## src/rtl/mutation_mask_scheduler.sv

```systemverilog
// mutation_mask_scheduler
// Shares one mutation-mask generator among REQ_COUNT mutation units.
// A round-robin arbiter picks the next owner, drives the generator's
// mutate-count select for that owner, presents the finished mask through a
// one-hot grant and then runs the maskUsed/maskReady release handshake that
// restarts the generator. A saturating watchdog bounds every wait on a
// maskReady edge and raises a sticky timeout_err when it expires.
//
// Build option: define MASK_SCHED_PRIORITY_EN to replace round-robin with
// fixed priority (lowest set request index wins; the last-owner pointer is
// then ignored by the arbiter).
module mutation_mask_scheduler #(
    parameter int REQ_COUNT      = 4,
    parameter int REQ_IDX_BIT    = 2,
    parameter int MUTATE_SEL_BIT = 4,
    parameter int TIMEOUT_CYCLES = 1023,
    parameter int TIMEOUT_BIT    = 10
) (
    input  logic                                CLOCK_50,
    input  logic                                reset,
    input  logic [REQ_COUNT-1:0]                req,
    input  logic [REQ_COUNT*MUTATE_SEL_BIT-1:0] req_sel,
    input  logic [REQ_COUNT-1:0]                consumed,
    input  logic                                maskReady,
    output logic                                maskUsed,
    output logic [MUTATE_SEL_BIT-1:0]           mutateCountSelect,
    output logic [REQ_COUNT-1:0]                grant,
    output logic [REQ_IDX_BIT-1:0]              grant_idx,
    output logic                                busy,
    output logic                                timeout_err
);

    typedef enum logic [2:0] {
        ST_IDLE       = 3'd0,
        ST_ARB        = 3'd1,
        ST_WAIT_READY = 3'd2,
        ST_SERVE      = 3'd3,
        ST_RELEASE    = 3'd4
    } state_t;

    localparam logic [TIMEOUT_BIT-1:0] WDOG_LIMIT = TIMEOUT_BIT'(TIMEOUT_CYCLES);
    localparam logic [TIMEOUT_BIT-1:0] WDOG_LAST  = TIMEOUT_BIT'(TIMEOUT_CYCLES - 1);
    localparam logic [REQ_IDX_BIT-1:0] LAST_INIT  = REQ_IDX_BIT'(REQ_COUNT - 1);

    // Registered state and outputs
    state_t                    state_r;
    logic                      mask_used_r;
    logic [MUTATE_SEL_BIT-1:0] sel_r;
    logic [REQ_COUNT-1:0]      grant_r;
    logic [REQ_IDX_BIT-1:0]    grant_idx_r;
    logic                      busy_r;
    logic                      timeout_err_r;
    logic [REQ_IDX_BIT-1:0]    last_r;
    logic [TIMEOUT_BIT-1:0]    wdog_r;
    // Set after the first RELEASE cycle so maskUsed is held for at least two
    // cycles even if maskReady is already low when RELEASE is entered.
    logic                      rel_hold_r;

    // Next-state values
    state_t                    state_next_s;
    logic                      mask_used_next_s;
    logic [MUTATE_SEL_BIT-1:0] sel_next_s;
    logic [REQ_COUNT-1:0]      grant_next_s;
    logic [REQ_IDX_BIT-1:0]    grant_idx_next_s;
    logic                      busy_next_s;
    logic                      timeout_err_next_s;
    logic [REQ_IDX_BIT-1:0]    last_next_s;
    logic [TIMEOUT_BIT-1:0]    wdog_next_s;
    logic                      rel_hold_next_s;

    // Arbitration and helper terms
    logic [REQ_IDX_BIT-1:0]    winner_s;
    logic                      consume_s;
    logic                      wdog_hit_s;
    logic [TIMEOUT_BIT-1:0]    wdog_inc_s;

    // Round-robin pick: first set request scanning last+1, last+2, ... with wrap.
    function automatic logic [REQ_IDX_BIT-1:0] rr_pick(
        input logic [REQ_COUNT-1:0]   r,
        input logic [REQ_IDX_BIT-1:0] l
    );
        logic [REQ_IDX_BIT-1:0] pick;
        logic [REQ_IDX_BIT-1:0] jj;
        logic                   found;
        pick  = l;
        found = 1'b0;
        for (int k = 1; k <= REQ_COUNT; k++) begin
            jj = REQ_IDX_BIT'((int'(l) + k) % REQ_COUNT);
            if (!found && r[jj]) begin
                pick  = jj;
                found = 1'b1;
            end
        end
        return pick;
    endfunction

    // Fixed-priority pick: lowest set request index.
    function automatic logic [REQ_IDX_BIT-1:0] prio_pick(
        input logic [REQ_COUNT-1:0] r
    );
        logic [REQ_IDX_BIT-1:0] pick;
        pick = '0;
        for (int k = REQ_COUNT - 1; k >= 0; k--) begin
            if (r[k]) begin
                pick = REQ_IDX_BIT'(k);
            end
        end
        return pick;
    endfunction

    // Select the arbitration winner for the current request vector.
    always_comb begin
`ifdef MASK_SCHED_PRIORITY_EN
        winner_s = prio_pick(req);
`else
        winner_s = rr_pick(req, last_r);
`endif
    end

    // Consumption, watchdog expiry and saturating watchdog increment.
    always_comb begin
        consume_s  = consumed[grant_idx_r] | ~req[grant_idx_r];
        wdog_hit_s = (wdog_r >= WDOG_LAST);
        if (wdog_r == WDOG_LIMIT) begin
            wdog_inc_s = wdog_r;
        end else begin
            wdog_inc_s = wdog_r + {{(TIMEOUT_BIT-1){1'b0}}, 1'b1};
        end
    end

    // Next-state and next-output logic of the scheduler FSM.
    always_comb begin
        state_next_s       = state_r;
        mask_used_next_s   = mask_used_r;
        sel_next_s         = sel_r;
        grant_next_s       = grant_r;
        grant_idx_next_s   = grant_idx_r;
        timeout_err_next_s = timeout_err_r;
        last_next_s        = last_r;
        wdog_next_s        = wdog_r;
        rel_hold_next_s    = rel_hold_r;

        case (state_r)
            ST_IDLE: begin
                if (req != '0) begin
                    state_next_s = ST_ARB;
                end else begin
                    state_next_s = ST_IDLE;
                end
            end

            ST_ARB: begin
                if (req != '0) begin
                    grant_idx_next_s = winner_s;
                    sel_next_s       = req_sel[winner_s * MUTATE_SEL_BIT +: MUTATE_SEL_BIT];
                    wdog_next_s      = '0;
                    state_next_s     = ST_WAIT_READY;
                end else begin
                    state_next_s = ST_IDLE;
                end
            end

            ST_WAIT_READY: begin
                if (maskReady) begin
                    grant_next_s              = '0;
                    grant_next_s[grant_idx_r] = 1'b1;
                    state_next_s              = ST_SERVE;
                end else if (wdog_hit_s) begin
                    timeout_err_next_s = 1'b1;
                    mask_used_next_s   = 1'b0;
                    grant_next_s       = '0;
                    wdog_next_s        = WDOG_LIMIT;
                    state_next_s       = ST_IDLE;
                end else begin
                    wdog_next_s = wdog_inc_s;
                end
            end

            ST_SERVE: begin
                if (consume_s) begin
                    grant_next_s     = '0;
                    mask_used_next_s = 1'b1;
                    last_next_s      = grant_idx_r;
                    wdog_next_s      = '0;
                    rel_hold_next_s  = 1'b0;
                    state_next_s     = ST_RELEASE;
                end else begin
                    state_next_s = ST_SERVE;
                end
            end

            ST_RELEASE: begin
                if (rel_hold_r && !maskReady) begin
                    mask_used_next_s = 1'b0;
                    state_next_s     = ST_IDLE;
                end else if (wdog_hit_s) begin
                    timeout_err_next_s = 1'b1;
                    mask_used_next_s   = 1'b0;
                    grant_next_s       = '0;
                    wdog_next_s        = WDOG_LIMIT;
                    state_next_s       = ST_IDLE;
                end else begin
                    wdog_next_s     = wdog_inc_s;
                    rel_hold_next_s = 1'b1;
                end
            end

            default: begin
                mask_used_next_s = 1'b0;
                grant_next_s     = '0;
                state_next_s     = ST_IDLE;
            end
        endcase

        busy_next_s = (state_next_s != ST_IDLE);
    end

    // State and output registers with synchronous active-low reset.
    always_ff @(posedge CLOCK_50) begin
        if (!reset) begin
            state_r       <= ST_IDLE;
            mask_used_r   <= 1'b0;
            sel_r         <= '0;
            grant_r       <= '0;
            grant_idx_r   <= '0;
            busy_r        <= 1'b0;
            timeout_err_r <= 1'b0;
            last_r        <= LAST_INIT;
            wdog_r        <= '0;
            rel_hold_r    <= 1'b0;
        end else begin
            state_r       <= state_next_s;
            mask_used_r   <= mask_used_next_s;
            sel_r         <= sel_next_s;
            grant_r       <= grant_next_s;
            grant_idx_r   <= grant_idx_next_s;
            busy_r        <= busy_next_s;
            timeout_err_r <= timeout_err_next_s;
            last_r        <= last_next_s;
            wdog_r        <= wdog_next_s;
            rel_hold_r    <= rel_hold_next_s;
        end
    end

    assign maskUsed          = mask_used_r;
    assign mutateCountSelect = sel_r;
    assign grant             = grant_r;
    assign grant_idx         = grant_idx_r;
    assign busy              = busy_r;
    assign timeout_err       = timeout_err_r;

endmodule

```

## config.mk

```make
export PLATFORM = sky130hd
export DESIGN_NAME = mutation_mask_scheduler
export DESIGN_NICKNAME = d
export VERILOG_FILES = /design/src/rtl/mutation_mask_scheduler.sv
export SDC_FILE = /design/constraint.sdc
export NUM_CORES = 1
export LEC_CHECK = 0
export CORE_ASPECT_RATIO = 2
export CORE_UTILIZATION = 45
export DETAILED_ROUTE_END_ITERATION = 16
export GPL_ROUTABILITY_DRIVEN = 0
export GPL_TIMING_DRIVEN = 0
export PLACE_DENSITY = 0.74
export SLEW_MARGIN = 15
export SYNTH_ARGS = -nofsm -noshare
export SYNTH_HDL_FRONTEND = slang
export SYNTH_SLANG_ARGS = --single-unit
```

## constraint.sdc

```tcl
create_clock -name CLOCK_50 -period 2.6 [get_ports CLOCK_50]
set_clock_uncertainty 0.2 [all_clocks]
set_input_delay 0.26 -clock CLOCK_50 [delete_from_list [all_inputs] [get_ports CLOCK_50]]
set_output_delay 0.26 -clock CLOCK_50 [all_outputs]
set_load 0.05 [all_outputs]
```

# Word-level counts from Yosys, hierarchy flattened
# Cells that the tools add are included.
[totals]
regBits = 29
output_inout_bits = 13
[op_classes]
addsub = 5
n_lt_le_gt_ge = 7
eq_ne = 10
n_shift = 1
n_mux = 53
n_bitwise = 3
reduce_logical = 23
[op_table]
columns = ["operator", "count"]
rows = [
  ["2-to-1 mux 10 bit", 6],
  ["case mux 10 bit (4 select lines)", 1],
  ["2-to-1 mux 1 bit", 21],
  ["2-to-1 mux 4 bit", 4],
  ["case mux 4 bit (4 select lines)", 1],
  ["indexed part select 16 x 5 -> 4 bit", 1],
  ["< comparator 2 x 3 -> 1 bit, second input constant", 5],
  ["case mux 3 bit (5 select lines)", 1],
  ["binary-select mux 1 bit (select 2 bit)", 6],
  ["2-to-1 mux 3 bit", 4],
  ["adder 10 x 1 -> 10 bit, second input constant", 1],
  ["equality test 10 bit, second input constant", 1],
  ["greater-or-equal comparator 10 bit, second input constant", 1],
  ["2-to-1 mux 2 bit", 5],
  ["inequality test 2 bit, second input constant", 5],
  ["AND reduction 3 bit", 3],
  ["nonzero test 4 bit", 2],
  ["equality test 3 x 2 -> 1 bit, second input constant", 2],
  ["logical AND 1 bit", 5],
  ["AND reduction 5 bit", 1],
  ["adder 2 x 1 -> 2 bit, second input constant", 2],
  ["adder 2 bit, second input constant", 2],
  ["logical NOT 1 bit", 4],
  ["case mux 1 bit (2 select lines)", 2],
  ["13 further kinds", 16],
]

# Depth between registers and ports, before layout
# Gate-level depths: netlist of run 1.
[logic_depth]
word_depth = 14
ltp_mapped = 7
ltp_nobuf = 7

# Worst setup path after synthesis of run 1
# OpenSTA, ideal clock, no wires.
[synth_timing]
kind = "register -> register"
start = "register grant_idx_r[1] (netlist: grant_idx[1])"
end = "register wdog_r[9]"
setup_ps = 100
arrival_ps = 2501
path_slack_ps = -201
path_stages_with_launch = 5
n_path_buf = 0
synth_period_minus_slack_ps = 2801
cell_sequence = "dfxtp_1 mux4_2 a22o_4 or4_4 a2111oi_4"
[synth_between]
elab_chain_len = 6
word_cells_on_any_way = 8
cone_classes = "eq/ne: 1; mux: 4; bitwise: 2; reduce/logical: 1"
[synth_lines]
columns = ["item", "line", "source"]
rows = [
  ["start, declared", "50", "logic [REQ_IDX_BIT-1:0] grant_idx_r;"],
  ["start signal, assigned", "236", "grant_idx_r <= grant_idx_next_s;"],
  ["binary-select mux 1 bit (select 2 bit)", "122", "consume_s = consumed[grant_idx_r] | ~req[grant_idx_r];"],
  ["2-to-1 mux 1 bit (not written as such)", "122", ""],
  ["inverter 1 bit", "122", ""],
  ["OR 1 bit (*)", "122", ""],
  ["inequality test 2 bit (no line) (*)", "--", ""],
  ["AND reduction 5 bit (no line) (*)", "--", ""],
  ["end signal, assigned", "240", "wdog_r <= wdog_next_s;"],
  ["end, declared", "54", "logic [TIMEOUT_BIT-1:0] wdog_r;"],
]
# Mark *: on every way between the ends. The rest lies on a longest branch, timed or not. The select of a mux whose other input is x is not followed.
# A chain may end at the register's enable or synchronous reset.

# Final worst setup path of run 1
[layout_timing]
start = "register state_r[1]"
end = "register wdog_r[9]"
[layout_between]
elab_chain_len = 3
word_cells_on_any_way = 11
cone_classes = "eq/ne: 8; mux: 1; reduce/logical: 2"
[layout_lines]
columns = ["item", "line", "source"]
rows = [
  ["start, declared", "46", "state_t state_r;"],
  ["start signal, assigned", "232", "state_r <= state_next_s;"],
  ["equality test 3 bit (tied with other cells)", "143", "case (state_r)"],
  ["nonzero test 4 bit (no line) or inequality test 2 bit (tied branches)", "--", ""],
  ["AND reduction 5 bit (no line)", "--", ""],
]
# Several ways; a longest one is shown, not always the timed one.

==> summary.txt, run 1 <==
Synth
  – Fraction of the mapped netlist area in simple logic gates: about 25%
  – EDFF count, synth: 0
  – Cell area after synthesis: 0.001745 mm^2
  – Post-synth cell types: 45
  – Largest family of logic cells by synthesized area: compound AO/OA/AOI/OAI gates
  – Top FF cell, synth: dfxtp_1
  – Post-synth top cells: dfxtp_1, nor2_1, a21oi_1, nand2_1, o21ai_0
  – Syn_area_per_cell: 8.514 um^2
  – Multiplexer share of the synthesized area: 8.100%
  – Syn Nets: 234
  – FFs w/ async S/R, synth: 0%
  – Most area-hungry cell type in the Yosys netlist: dfxtp_1
  – Synth warn: 0
  – Synth top area cells: dfxtp_1, a21oi_1, nor2_1
  – Fraction of the mapped netlist area in adder cells: 1.434%
  – #FFs+latches synth: 29
  – Sequential area share after synthesis: approximately a third
  – Complex-gate fraction of the synthesized area: roughly 28%
  – Post-Synthesis Cells: a little over 200
  – Most frequent cell after synthesis: dfxtp_1
  – Synth top area share: 33.26%
  – XOR/XNOR Fraction of Synth Area: 0%

Hold path
  – Hold path start: mutateCountSelect[3]
  – Worst hold-check path type: reg2reg
  – Worst hold path depth: 2
  – Hold endpoint: mutateCountSelect[3]

STA
  – Max-slew headroom: 58.30%
  – RSZ-0062 raised after global routing: no
  – Final hold violations: 0
  – Final setup viols: 0
  – Final min period: between 2 and 2.5 ns
  – Min Hold Slack: 0.2651 ns
  – FMAX: around 410 MHz
  – Slew Viols, Final: 0
  – Tcrit/Tclk final: between 90% and 100%
  – Worst slew pin tran: 0.6208 ns

Placed design
  – Port Buffers: 39
  – Post-DP HPWL: 3.605 mm
  – Placed Area: 0.002198 mm^2
  – Placed Instances: 293

Setup path
  – R2r worst-path depth: 6
  – Worst endpoint required time: 2.60 ns
  – Worst-path maximum fanout: 10
  – Worst Path Arrival: 2.45 ns
  – CP Capture Type: flip-flop
  – Reg2Reg Launch Point: state_r[1]
  – Flop-to-flop setup slack: between 0.1 and 0.15 ns
  – Type of origin of the critical path: flip-flop
  – Crit path kind: reg2reg
  – R2r endpoint: wdog_r[9]

Routing
  – Via count: ~1,800
  – Per-cell routed wire length: 15.77 um
  – Final ANT Viol Nets: 0
  – WL final: roughly 4.8 mm
  – DRC: 0
  – Drt pass-1 iters: 4
  – Number of DRC markers in iteration 0: 73
  – Vias/cell: 6.096

Job
  – Maxcap violations: 0

Global routing
  – Total gr overflow: 0
  – Tot GR Track Use: a little over a quarter
  – Global-route wire length before repair: around 8 mm
  – Initial antenna violation count: 0
  – Vias in the first global route: 1,823
  – Largest net degree at the start of global routing: 11

Power and ir drop
  – Pwr Density: 811.8 mW/mm^2
  – Leakage: 0.8329 nW
  – Worst ir drop on vdd: 490.7 uV

Layout
  – Area Overhead vs Synth: 34.91%
  – Final instance area: between 0.002 and 0.0025 mm^2
  – Diode count: 0
  – Final Core Density: between 60% and 70%
  – Final cell count without fillers: 303
  – Final #Nets: 282
  – Layout cells sized above 1: 11.02%

Status
  – Run status: complete, no violations

Floorplanning
  – I/O pin cnt: 40
  – Die Area: between 0.004 and 0.005 mm^2
  – Core area: 0.003646 mm^2
  – Initial core utilization: 47.87%
  – # rows: 31
  – Die Y: 90.08 um
  – Die width: approximately 46 um

Clock tree
  – CTS tree: done
  – CTS buffer count: 5
  – Sink Count: 29
  – Hold buffers post-CTS: 0
  – Worst-path clk slew: 0.07 ns
  – Clock root cell: clkbuf_8
  – Skew-Pair Late Insertion Delay: 0.29 ns
  – Clk buf depth: 2
  – H-tree levels: 2
[state kept, by name (all words and copies together), names as in the netlist]
signal / count
timeout_err: 1
state_r: 3
busy: 1
rel_hold_r: 1
mutateCountSelect: 4
wdog_r: 10
grant: 4
maskUsed: 1
grant_idx: 2
last_r: 2
[stage by stage]
stage	setup WS, ns	setup TNS (ns)	total power [W]
floorplan	0.0003173	0	0.001141
global placement	-0.3958	-4.077	0.001386
detailed placement	-0.3822	-4.235	0.001392
CTS	0.02550	0	0.001915
global route	0.02012	0	0.002005
finish	0.1479	0	0.001912
[worst max path at each step]
stage | cells after the start | end | from | slack (ns)
after floorplan | 4 | wdog_r[9] | grant_idx[0] | 0.0003
after global placement | 6 | wdog_r[2] | req[3] | -0.40
after detailed placement | 6 | wdog_r[2] | req[3] | -0.38
after CTS | 6 | wdog_r[9] | req[1] | 0.03
after global routing | 6 | wdog_r[3] | state_r[1] | 0.02
final | 6 | wdog_r[9] | state_r[1] | 0.15
[where the power goes]
| part | internal [W] | switching (W) | total (W) |
|---|---|---|---|
| combinational | 0.000313 | 0.000535 | 0.000849 |
| clock | 0.000311 | 0.000193 | 0.000504 |
| sequential | 0.000509 | 0.0000498 | 0.000559 |
[placed cells by master (no fill, tap or decap), types with 4 or more instances in the layout]
master | Yosys | routed
nor3_1 | 5 | 4
a31oi_1 | 6 | 6
o2bb2ai_1 | 4 | 4
nor2b_1 | 7 | 7
dfxtp_1 | 29 | 28
inv_1 | 10 | 10
nand3_1 | 9 | 9
nand4_1 | 6 | 6
clkbuf_8 | 0 | 6
o21ai_0 | 12 | 12
a211oi_1 | 5 | 5
clkbuf_1 | 8 | 8
nor2_1 | 19 | 19
o31ai_1 | 5 | 5
a41oi_1 | 4 | 4
clkdlybuf4s50_1 | 0 | 35
nand2_1 | 15 | 15
a21oi_1 | 16 | 16
[layer usage]
metal  part of all wire [%]  global-route usage [%]
met5                      0                       0
met3                    5.1                   6.024
met4                    3.6                   17.40
met1                     34                   24.17
met2                     57                   45.54
[cell families after synthesis]
logic type / count (synthesis)
buffers and inverters: 19
AO/OA/AOI/OAI: 67
multiplexers: 7
flip-flops: 29
adder cells (fa/ha/maj): 2
AND/OR/NAND/NOR: 81
[critical path: stages, from the launching register on]
cell and delay, ns:
dfxtp_1 0.31, clkbuf_1 0.19, nand2b_1 0.25, nor3_2 0.33
nor3b_2 0.17, or4_4 0.57, a2111oi_4 0.34
[what timing repair did]
item | CTS | global route
gates resized for setup | 4 | 3
setup endpoints to repair | 10 | 1
pin swaps | 1 | 0
buffers inserted | 2 | 0
[final cells by class]
type	count	area (um^2)
fillers	359	1291
multi-input cells	157	1107
flip-flops and latches	29	581.8
repair buffers	41	411.6
clock buffers	6	82.58
well taps	49	61.31
clock inverters	2	37.54
inverters	10	37.54
plain buffers	9	35.03
(Power assumes the default switching activity.)
==> inputs of run 2 (changes only) <==
--- a/config.mk
+++ b/config.mk
@@ -7,6 +7,7 @@
 export LEC_CHECK = 0
 export CORE_ASPECT_RATIO = 2
 export CORE_UTILIZATION = 45
+export CTS_CLUSTER_SIZE = 24
 export DETAILED_ROUTE_END_ITERATION = 16
 export GPL_ROUTABILITY_DRIVEN = 0
 export GPL_TIMING_DRIVEN = 0
==> results of run 2 <==
The final DEF is identical to that of run 1; final timing and power are the same.
